## src/rtl/core_pkg.sv

```systemverilog
// core_pkg: shared fetch FSM state and prefetch FIFO entry types
package core_pkg;
  typedef enum logic [1:0] {IDLE, REQ, REQ_FLUSH} fetch_state_e;
  typedef struct packed {
    logic [31:0] addr;
    logic [31:0] data;
    logic        err;
  } fifo_entry_t;
endpackage

```

## src/rtl/ifu_fifo.sv

```systemverilog
// ifu_fifo: flushable FIFO of fetched instruction words with occupancy count
module ifu_fifo
  import core_pkg::*;
#(
  parameter int DEPTH = 4
) (
  input  logic                   clk_i,
  input  logic                   rst_ni,
  input  logic                   push,
  input  logic                   pop,
  input  logic                   flush,
  input  fifo_entry_t            wdata,
  output fifo_entry_t            head,
  output logic [$clog2(DEPTH):0] count
);
  localparam int AW = $clog2(DEPTH);
  localparam int CW = AW + 1;
  fifo_entry_t mem [DEPTH];
  logic [AW-1:0] wr_ptr, rd_ptr;
  assign head = mem[rd_ptr];
  always_ff @(posedge clk_i or negedge rst_ni) begin
    if (!rst_ni) begin
      wr_ptr <= '0;
      rd_ptr <= '0;
      count  <= '0;
      for (int i = 0; i < DEPTH; i++) mem[i] <= '0;
    end else if (flush) begin
      wr_ptr <= '0;
      rd_ptr <= '0;
      count  <= '0;
    end else begin
      if (push) begin
        mem[wr_ptr] <= wdata;
        wr_ptr      <= wr_ptr + AW'(1);
      end
      if (pop) rd_ptr <= rd_ptr + AW'(1);
      count <= count + CW'(push) - CW'(pop);
    end
  end
endmodule

```

## src/rtl/ifu_prefetch_buffer.sv

```systemverilog
// ifu_prefetch_buffer: sequential instruction prefetcher with redirect flush
module ifu_prefetch_buffer
  import core_pkg::*;
#(
  parameter int DEPTH           = 4,
  parameter int MAX_OUTSTANDING = 2
) (
  input  logic        clk_i,
  input  logic        rst_ni,
  input  logic        req_i,
  input  logic        branch_i,
  input  logic [31:0] addr_i,
  input  logic        ready_i,
  output logic        valid_o,
  output logic [31:0] rdata_o,
  output logic [31:0] addr_o,
  output logic        err_o,
  output logic        busy_o,
  output logic        instr_req_o,
  output logic [31:0] instr_addr_o,
  input  logic        instr_gnt_i,
  input  logic        instr_rvalid_i,
  input  logic [31:0] instr_rdata_i,
  input  logic        instr_err_i
);
  localparam int CW = $clog2(DEPTH) + 1;
  localparam logic [CW-1:0] DEPTH_C = CW'(DEPTH);
  localparam logic [CW-1:0] MAX_C   = CW'(MAX_OUTSTANDING);
  fetch_state_e state, state_n;
  logic [31:0] fetch_addr, fetch_addr_n, stale_addr, resp_addr, target;
  logic [CW-1:0] outstanding, out_n, discard, discard_n, count, cnt_n;
  logic gnt, pending, push, pop, space_ok;
  fifo_entry_t head, wdata;
  assign target       = addr_i & ~32'h3;
  assign instr_req_o  = state != IDLE;
  // a request caught ungranted by a redirect keeps showing its old address
  assign instr_addr_o = state == REQ_FLUSH ? stale_addr : fetch_addr;
  assign busy_o       = instr_req_o | (outstanding != '0);
  assign valid_o      = count != '0;
  assign {addr_o, rdata_o, err_o} = head;
  assign gnt     = instr_req_o & instr_gnt_i;
  assign pending = instr_req_o & ~instr_gnt_i;
  assign pop     = valid_o & ready_i & ~branch_i;
  assign push    = instr_rvalid_i & (discard == '0) & ~branch_i;
  assign wdata   = {resp_addr, instr_rdata_i, instr_err_i};
  always_comb begin
    out_n        = outstanding + CW'(gnt) - CW'(instr_rvalid_i);
    cnt_n        = branch_i ? '0 : count + CW'(push) - CW'(pop);
    space_ok     = (cnt_n + out_n < DEPTH_C) && (out_n < MAX_C);
    state_n      = pending ? (branch_i ? REQ_FLUSH : state) : (req_i && space_ok ? REQ : IDLE);
    fetch_addr_n = branch_i ? target : fetch_addr + (gnt && state == REQ ? 32'd4 : 32'd0);
    discard_n    = branch_i ? out_n + CW'(pending) : discard - CW'(instr_rvalid_i && discard != '0);
  end
  always_ff @(posedge clk_i or negedge rst_ni) begin
    if (!rst_ni) begin
      state       <= IDLE;
      fetch_addr  <= '0;
      stale_addr  <= '0;
      resp_addr   <= '0;
      outstanding <= '0;
      discard     <= '0;
    end else begin
      state       <= state_n;
      fetch_addr  <= fetch_addr_n;
      outstanding <= out_n;
      discard     <= discard_n;
      resp_addr   <= branch_i ? target : resp_addr + (push ? 32'd4 : 32'd0);
      if (branch_i && pending && state == REQ) stale_addr <= fetch_addr;
    end
  end
  ifu_fifo #(.DEPTH(DEPTH)) u_fifo (
    .clk_i (clk_i),
    .rst_ni(rst_ni),
    .push  (push),
    .pop   (pop),
    .flush (branch_i),
    .wdata (wdata),
    .head  (head),
    .count (count)
  );
endmodule

```

## config.mk

```make
export PLATFORM = sky130hd
export DESIGN_NAME = ifu_prefetch_buffer
export DESIGN_NICKNAME = d
export VERILOG_FILES = /design/src/rtl/core_pkg.sv /design/src/rtl/ifu_fifo.sv /design/src/rtl/ifu_prefetch_buffer.sv
export SDC_FILE = /design/constraint.sdc
export NUM_CORES = 1
export LEC_CHECK = 0
export ABC_AREA = 1
export CAP_MARGIN = 10
export CORE_AREA = 2 2 208 210
export CTS_CLUSTER_SIZE = 40
export DETAILED_ROUTE_END_ITERATION = 8
export DIE_AREA = 0 0 210 212
export GPL_ROUTABILITY_DRIVEN = 0
export GPL_TIMING_DRIVEN = 0
export PLACE_DENSITY = 0.64
export SLEW_MARGIN = 20
export SYNTH_ARGS = -nofsm -noshare
export SYNTH_HDL_FRONTEND = slang
export SYNTH_SLANG_ARGS = --single-unit
```

## constraint.sdc

```tcl
create_clock -name clk_i -period 3.55 [get_ports clk_i]
set_clock_uncertainty 0.1 [all_clocks]
set_input_delay 0.5325 -clock clk_i [delete_from_list [all_inputs] [get_ports clk_i]]
set_output_delay 0.5325 -clock clk_i [all_outputs]
set_load 0.03 [all_outputs]
```

# Word-level counts from Yosys, hierarchy flattened
# Cells that the tools add are included.
[classes]
mux = 20
n_addsub = 11
reduce_logical = 15
eq_ne = 3
bitwise = 11
n_lt_le_gt_ge = 5
[ops]
columns = ["cell", "n"]
rows = [
  ["$bwmux W260", 1],
  ["$mux W65", 3],
  ["$bmux W65 S2", 1],
  ["$demux W65 S2", 1],
  ["$mux W32", 3],
  ["$add A32 B3 Y32", 2],
  ["$mux W2", 6],
  ["$mux W3", 4],
  ["$add A3 B1 Y3", 3],
  ["$reduce_bool A3 Y1", 3],
  ["$sub A3 B1 Y3", 3],
  ["$logic_and A1 B1 Y1", 7],
  ["$and A1 B1 Y1", 6],
  ["$ge A3 B3 Y1 const B", 2],
  ["$not A2 Y3", 2],
  ["$reduce_bool A2 Y1", 3],
  ["$add A2 B1 Y2 const B", 2],
  ["$add A3 B3 Y3", 1],
  ["$logic_not A3 Y1", 1],
  ["$lt A3 B1 Y1 const B", 1],
  ["$lt A3 B2 Y1 const B", 1],
  ["$lt A3 B3 Y1 const B", 1],
  ["$eq A2 B1 Y1 const B", 1],
  ["$eq A2 B2 Y1 const B", 1],
  ["5 further kinds", 6],
]
[word_totals]
register_bits = 371
elab_cells = 86
inputBits = 72
out_inout_bits = 100

# Depth between registers and ports, before layout
# Gate-level depths: netlist of the first run.
[logic_depth]
word_depth = 12
ltp_mapped = 17
mapped_depth_nobuf = 17

# Hierarchy
# From an unflattened synthesis of the first run, not the netlist that was laid out.
[hier_totals]
hier_cells = 2329
hier_area_um2 = 17998.5
[by_module_without_submodules]
columns = ["mod", "area_each_um2", "instances", "seq_area_each_um2", "cells_each"]
rows = [
  ["ifu_fifo", 12089.1, 1, 6681.4, 1447],
  ["ifu_prefetch_buffer", 5909.4, 1, 2452.4, 882],
]

# Least setup slack after synthesis of the first run
# No wires, ideal clock.
[synth_path]
path_type = "input port to flip-flop"
startpoint = "input port branch_i"
endpoint = "register state[0]"
path_buffers = 2
setup_time_ns = 0.117
setup_slack_ns = 0.554
arrival_time_ns = 2.778
t_required_ns = 3.333
path_stages = 16
path_cell_list = "buf_2 > clkbuf_1 > nor2_1 > ha_1 > inv_1 > ha_1 > inv_1 > fa_1 > nor2_1 > ha_1 > nand2_1 > inv_1 > a21oi_1 > nand2_1 > nand3_1 > nand2_1"
[synth_between]
elab_chain_len = 11
word_cells_on_any_way = 13
cone_classes = "3 x add/sub; 1 x order compare; 1 x eq/ne; 3 x mux; 3 x bitwise; 2 x reduce/logical"
[synth_rtl]
columns = ["item", "line", "rtl"]
rows = [
  ["start, declared", "ifu_prefetch_buffer.sv:11", "input logic branch_i,"],
  ["$not A1 Y1 (no source line)", "--", ""],
  ["$and A1 B1 Y1", "ifu_prefetch_buffer.sv:44", "assign push = instr_rvalid_i & (discard == '0) & ~branch_i;"],
  ["$add A3 B1 Y3", "ifu_prefetch_buffer.sv:48", "cnt_n = branch_i ? '0 : count + CW'(push) - CW'(pop);"],
  ["$sub A3 B1 Y3", "ifu_prefetch_buffer.sv:48", ""],
  ["$mux W3 *", "ifu_prefetch_buffer.sv:48", ""],
  ["named net cnt_n[1]", "ifu_prefetch_buffer.sv:31", "logic [CW-1:0] outstanding, out_n, discard, discard_n, count, cnt_n;"],
  ["$add A3 B3 Y3 *", "ifu_prefetch_buffer.sv:49", "space_ok = (cnt_n + out_n < DEPTH_C) && (out_n < MAX_C);"],
  ["$lt A3 B3 Y1 *", "ifu_prefetch_buffer.sv:49", ""],
  ["$logic_and A1 B1 Y1 *", "ifu_prefetch_buffer.sv:49", ""],
  ["$logic_and A1 B1 Y1 *", "ifu_prefetch_buffer.sv:50", "state_n = pending ? (branch_i ? REQ_FLUSH : state) : (req_i && space_ok ? REQ : IDLE);"],
  ["$mux W1 *", "ifu_prefetch_buffer.sv:50", ""],
  ["$mux W2 *", "ifu_prefetch_buffer.sv:50", ""],
  ["end signal, assigned", "ifu_prefetch_buffer.sv:63", "state <= state_n;"],
  ["end, declared", "ifu_prefetch_buffer.sv:29", "fetch_state_e state, state_n;"],
]
# The timed path passes the listed nets; every way through them passes the cells marked *.
# A chain may end at the register's enable or synchronous reset.

# Worst setup path after layout of the first run
[layout_path]
startpoint = "register u_fifo.rd_ptr[0]"
endpoint = "output port addr_o[17]"
[layout_between]
elab_chain_len = 4
[layout_rtl]
columns = ["item", "line", "rtl"]
rows = [
  ["start, declared", "ifu_fifo.sv:19", "logic [AW-1:0] wr_ptr, rd_ptr;"],
  ["start signal, assigned", "ifu_fifo.sv:36", "if (pop) rd_ptr <= rd_ptr + AW'(1);"],
  ["$not A2 Y3 (implied by the code)", "ifu_fifo.sv:20", "assign head = mem[rd_ptr];"],
  ["$bmux W65 S2", "ifu_fifo.sv:20", ""],
  ["$mux W65 (implied by the code) (2 in a row)", "ifu_fifo.sv:20", ""],
  ["end, declared", "ifu_prefetch_buffer.sv:16", "output logic [31:0] addr_o,"],
]
# No other way between the ends. The select of a mux whose other input is x is not followed.

==> results of run 1 <==
metal layers:
| metal | track usage | wire [µm] | part of all wire |
|---|---|---|---|
| met5 | 0 | 0 | 0 |
| met4 | 0.101 | 2070 | 0.039 |
| met3 | 0.0402 | 3380 | 0.063 |
| met2 | 0.407 | 25700 | 0.48 |
| met1 | 0.310 | 22400 | 0.42 |
flip-flops by register name, summed over array words and instances (netlist names), 3 cells and up:
register      count
u_fifo.mem      252
fetch_addr       30
resp_addr        30
stale_addr       30
discard           3
outstanding       3
u_fifo.count      3
cells by family (layout without fill, tap and decap cells):
logic type	Yosys count	count (layout)	synth area share
other	1	4	0.000223
AND/OR/NAND/NOR	932	932	0.216
adder cells (fa/ha/maj)	19	19	0.0150
AO/OA/AOI/OAI	561	561	0.172
buffers and inverters	264	504	0.0624
flip-flops	357	357	0.532
XOR/XNOR	5	5	0.00261
through the flow:
step / instance area, µm² / hold WS (ps) / std cells / power, mW
2_1_floorplan: 16800 / 137 / 2142 / 8.92
3_3_place_gp: 19100 / 360 / 2852 / 11.2
3_5_place_dp: 19200 / 368 / 2855 / 11.4
4_1_cts: 20500 / 230 / 2928 / 15.3
5_1_grt: 20500 / 268 / 2928 / 16.0
6_report: 20500 / 255 / 2928 / 15.2
synthesized netlist by cell type, drive strengths merged, types with 5 or more instances:
library cell,n
nor2,268
dfrtp,357
nand2,604
nand4,6
a21oi,43
ha,17
xor2,5
clkbuf,79
nand3,47
inv,143
o22ai,67
buf,41
o21ai,450
worst min-delay path by stage:
stage	startpoint	to	slack [ps]	cells after the start
final	branch_i	u_fifo.count[0]	260	2
after global routing	branch_i	u_fifo.count[0]	270	2
after CTS	branch_i	u_fifo.count[0]	230	2
after detailed placement	u_fifo.mem[171]	u_fifo.mem[171]	370	2
after global placement	u_fifo.mem[94]	u_fifo.mem[94]	360	2
after floorplan	rst_ni	discard[0]	140	0
repair_timing:
item	4_1_cts	5_1_grt
resized for setup	41	13
hold buffers	1	0
hold endpoints to repair	66	0
endpoints found under the setup margin	50	14
critical path: cells and delay by family (launching register included):
kind | cells | cell delay, ps
buf+inv | 5 | 1520
flops | 1 | 390
simple gates | 1 | 60
compound gates | 1 | 310
layout make-up:
type	count	area, µm²	area share
Sequential cell	357	8930	0.436
Tap cell	546	683	0.0333
Multi-Input combinational cell	1521	6830	0.333
Timing Repair Buffer	168	1700	0.0829
Clock buffer	57	1150	0.0563
Buffer	120	527	0.0257
Clock inverter	15	130	0.00635
Inverter	144	541	0.0264
report_power, final:
group	internal, mW	switching (mW)
Clock	2.35	1.72
Sequential	4.95	0.513
Combinational	1.96	3.69
==> out/qor.yml, run 1 <==
run_status:
  outcome: "completed"
critical_path:
  required_ps: 2920
  rrSetupSlack_ps: 700
  rr_endpoint: "state[0]"
  crit_top_cell: "buf_2"
  cpMaxStageDelayCell: "dlygate4sd2_1"
  slowest_delay_ps: 450
  cp_cell_sequence: "buf_2, inv_2, buf_2, buf_2, nor2_1, o22ai_1, dlygate4sd2_1"
  r2r_start: "u_fifo.count[1]"
  worstRegToRegCells: 17
  critPathCaptureType: "primary output"
  crit_type: "flop to primary output"
  worstPathMaxFanout: 10
  start_kind: "flop"
  endpoint: "addr_o[17]"
  arrival_ps: 2830
  startpoint: "u_fifo.rd_ptr[0]"
drt:
  wirelength_um: 53600
  drtAntennaViolNets: 0
  wire_per_inst_um: 18.3
  drt-pass1-iter-count: 8
  drt-initial-drc-count: 1517
  routed-via-count: 15501
  drc: 0
  vias_per_cell: 5.29
global_routing:
  grt_pass1_vias: 15357
  grt_remaining_overflow: 0
  grt_pass1_wl_um: 83900
  grt_use_total: 0.242
  grt_max_degree: 99
  antenna_found_initial: 0
yosys:
  netlist_instances: 2139
  synthesis.area_mm2: 0.0168
  synth_cell_type_count: 29
  synthTopCellsByArea: "dfrtp_1, nand2_1, o21ai_0, nor2_1, o21ai_1"
  yosysSeqAreaShare: 0.532
  avgSynthCellArea_um2: 7.86
  yosysWarnings: 0
  ys_ff_latch: 357
  yosys_most_used_dff: "dfrtp_1"
  synth_top_area_cell: "dfrtp_1"
  synthArstFlopShare: 1.00
  synth_edf_count: 0
  synth.top_cell.area_share: 0.532
final_layout:
  drive_gt1_frac: 0.0529
  antenna_cells: 0
  area_growth_pct: 22.0
  fin_nets: 2443
  final_common_cell: "nand2_1"
  post-route-util: 0.482
  nFillCells: 4176
  final_cell_mix: "nand2_1, dfrtp_1, o21ai_0"
timing:
  max_clock_freq_mhz: 289
  max-slew-margin-rel: 0.508
  period_share: 0.976
  fin_ws_ps: 86.3
  tightest_slew_ps: 738
  layout_min_cycle_time_ps: 3460
  hold_viol_final: 0
  drv_slew: 0
  fin_tns_setup_ps: 0
  finalSetupViolations: 0
  grt_setup_unrepaired: "no"
clock_tree:
  root_buffer: "clkbuf_16"
  cts_tree: "done"
  htreeDepth: 2
  postCtsSetupRepairBufs: 0
  cts_buffers: 40
  cts.clk_slew.worst_paths_ps: 60
  clock_latency_ps: 570
  ctsLongestPathBuffers: 3
  clock_sinks: 357
power_and_ir_drop:
  cellLeakagePower_nw: 9.71
  power.density_mw_per_mm2: 740
  worst_ir_drop_vdd_mv: 0.377
floorplan:
  fp-row-count: 76
  fp.dieW_um: 210
  start_util: 0.395
  dieArea_mm2: 0.0445
  fp.dieH_um: 212
  core_area_mm2: 0.0425
  ios: 172
job:
  drv_cap: 0
place:
  hpwl_um: 38100
  pre_cts_ws_ps: 108
  portBuffers: 164
worst_hold_path:
  hp-class: "input port to flop"
Note: power is estimated with default switching activity, not from simulation.
==> run 2: changes to the inputs <==
ABC_AREA = not set   (was 1)
SKIP_CTS_REPAIR_TIMING = 1   (was not set)
==> run 2 against run 1 <==
Compared with the run above:
- synthesized cell count decreased by 45%
- final area increased by 0.48%
- total power decreased by 1.8%
- highest routed layer unchanged
==> out/qor.yml, run 2 <==
timing:
  period_share: 0.953  # -0.0227
  tightest_slew_ps: 1040  # +299 ps
  max_clock_freq_mhz: 296  # +2.4%
  max-slew-margin-rel: 0.302  # -0.206
  finalSetupViolations: 0  # unchanged
  layout_min_cycle_time_ps: 3380  # -80.4 ps
  drv_slew: 0  # unchanged
  hold_viol_final: 0  # unchanged
  fin_tns_setup_ps: 0  # unchanged
  grt_setup_unrepaired: "no"
yosys:
  synth_common_cells: "dfrtp_1, mux2_2, mux4_2"
  yosysSeqAreaShare: 0.534  # +0.00223
  synth_cell_type_count: 52  # +79%
  netlist_instances: 1187  # -45%
  avgSynthCellArea_um2: 14.1  # +79%
  synth_most_common_cell: "dfrtp_1"
  synthTopCellsByArea: "dfrtp_1, mux2_2, mux4_2, mux2_1, ha_1"
  synth.top_cell.area_share: 0.534  # +0.00223
  synth_edf_count: 0  # unchanged
  yosysWarnings: 0  # unchanged
  yosys_most_used_dff: "dfrtp_1"
  synthArstFlopShare: 1.00  # unchanged
  synth_top_area_cell: "dfrtp_1"
  ys_ff_latch: 357  # unchanged
  synthesis.area_mm2: 0.0167  # -0.42%
global_routing:
  grt_remaining_overflow: 0  # unchanged
  grt_max_degree: 84  # -15%
  grt_pass1_vias: 11228  # -27%
  grt_pass1_wl_um: 63100  # -25%
  grt_use_total: 0.182  # -0.0599
  antenna_found_initial: 0  # unchanged
clock_tree:
  ctsLongestPathBuffers: 3  # unchanged
  cts_tree: "done"
  cts.clk_slew.worst_paths_ps: 60  # about the same
  root_buffer: "clkbuf_16"
  cts_buffers: 40  # unchanged
  clock_latency_ps: 530  # -40 ps
  clock_sinks: 357  # unchanged
  htreeDepth: 2  # unchanged
job:
  drv_cap: 0  # unchanged
critical_path:
  arrival_ps: 2750  # -80 ps
  worstPathMaxFanout: 10  # unchanged
  r2r_start: "discard[0]"
  start_kind: "flop"
  worstRegToRegCells: 9  # -8
  rrSetupSlack_ps: 290  # -410 ps
  critPathCaptureType: "primary output"
  crit_type: "flop to primary output"
  startpoint: "u_fifo.rd_ptr[0]"
  required_ps: 2920  # about the same
  rr_endpoint: "resp_addr[22]"
drt:
  wire_per_inst_um: 20.0  # +9.3%
  drc: 0  # unchanged
  vias_per_cell: 5.36  # +1.3%
  drt-initial-drc-count: 420  # -72%
  drt-pass1-iter-count: 5  # -3
  routed-via-count: 10585  # -32%
  wirelength_um: 39500  # -26%
  drtAntennaViolNets: 0  # unchanged
floorplan:
  dieArea_mm2: 0.0445  # unchanged
  fp-row-count: 76  # unchanged
  ios: 172  # unchanged
  start_util: 0.394  # -0.00165
  core_area_mm2: 0.0425  # unchanged
  fp.dieW_um: 210  # unchanged
  fp.dieH_um: 212  # unchanged
place:
  portBuffers: 165  # +0.61%
  hpwl_um: 27800  # -27%
final_layout:
  drive_gt1_frac: 0.352  # +0.299
  regMostFlops: "u_fifo.mem"
  post-route-util: 0.485  # +0.00233
  largest_reg_flops: 252  # unchanged
  final_cell_mix: "dfrtp_1, mux2_2, clkdlybuf4s50_1"
  antenna_cells: 0  # unchanged
  final_common_cell: "dfrtp_1"
  area_growth_pct: 23.1
  fin_nets: 1492  # -39%
power_and_ir_drop:
  worst_ir_drop_vdd_mv: 0.340  # -9.7%
  power.density_mw_per_mm2: 723  # -2.3%
  cellLeakagePower_nw: 9.23  # -4.9%
  p_total_mw: 14.9  # -1.8%
run_status:
  outcome: "completed"
worst_hold_path:
  whs_endpoint: "u_fifo.count[0]"
  min_from: "branch_i"
  hp-class: "input port to flop"
  whs_path_depth: 2  # unchanged
[run 2: changes by cell type after synthesis, moves of 63 or more]
cell,change
nor2_1,-230
mux4_2,+63
inv_1,-113
o22ai_1,-65
mux2_2,+304
o21ai_1,-160
nand2_1,-574
o21ai_0,-276
[run 2: worst max-delay path by stage]
| stage | to | slack [ps] | cells after the start |
|---|---|---|---|
| 3_5_place_dp | state[0] | -1460 | 15 |
| 2_1_floorplan | state[0] | 180 | 14 |
| 5_1_grt | resp_addr[22] | 3 | 10 |
| 3_3_place_gp | stale_addr[27] | -13730 | 1 |
| 4_1_cts | state[0] | -910 | 15 |
| 6_report | rdata_o[14] | 170 | 4 |
[run 2: critical path, stage by stage (launching register included)]
cell and delay (ps):
dfrtp_1 350, buf_2 300, clkbuf_4 360, mux4_2 580, clkdlybuf4s50_1 620
[run 2: power breakdown]
group,total [mW],switching (mW),internal [mW]
logic,5.17,2.61,2.56
registers,5.48,0.502,4.98
clock network,4.25,1.65,2.60
[run 2: cells by family (layout without fill, tap and decap cells)]
logic type,after synthesis,in the layout,share of synthesized area
muxes,390,390,0.305
DFF,357,357,0.534
and+or+nand+nor,201,201,0.0683
buffers and inverters,111,349,0.0288
AOI/OAI and AO/OA,75,75,0.0308
xor gates and xnor gates,33,33,0.0181
adders and majority gates,19,19,0.0151
other,1,4,0.000224
[run 2: layout make-up]
type | count | area [µm²]
clock buffer | 55 | 1140
multi-input combinational | 722 | 7350
inverter | 26 | 97.6
fill | 3729 | 21900
sequential | 357 | 8930
timing repair buffer | 170 | 1780
buffer | 84 | 414
clock inverter | 14 | 208
tap | 546 | 683
[run 2: metrics by stage]
stage | cell area (µm²) | hold slack (ps) | setup slack (ps) | cells
2_1_floorplan | 16700 | 137 | 177 | 1190
3_3_place_gp | 19100 | 369 | -13730 | 1901
3_5_place_dp | 19200 | 378 | -1460 | 1905
4_1_cts | 20500 | -165 | -910 | 1974
5_1_grt | 20600 | 315 | 3.30 | 1974
6_report | 20600 | 320 | 167 | 1974
[run 2: routing by layer]
layer	up-vias	GRT usage	share of wire	routed length [µm]
met5	-	0	0	0
met4	0	0.0438	0.017	669
met3	48	0.0316	0.041	1620
met2	233	0.305	0.48	19100
met1	5495	0.247	0.46	18100
li1	4809	-	-	-
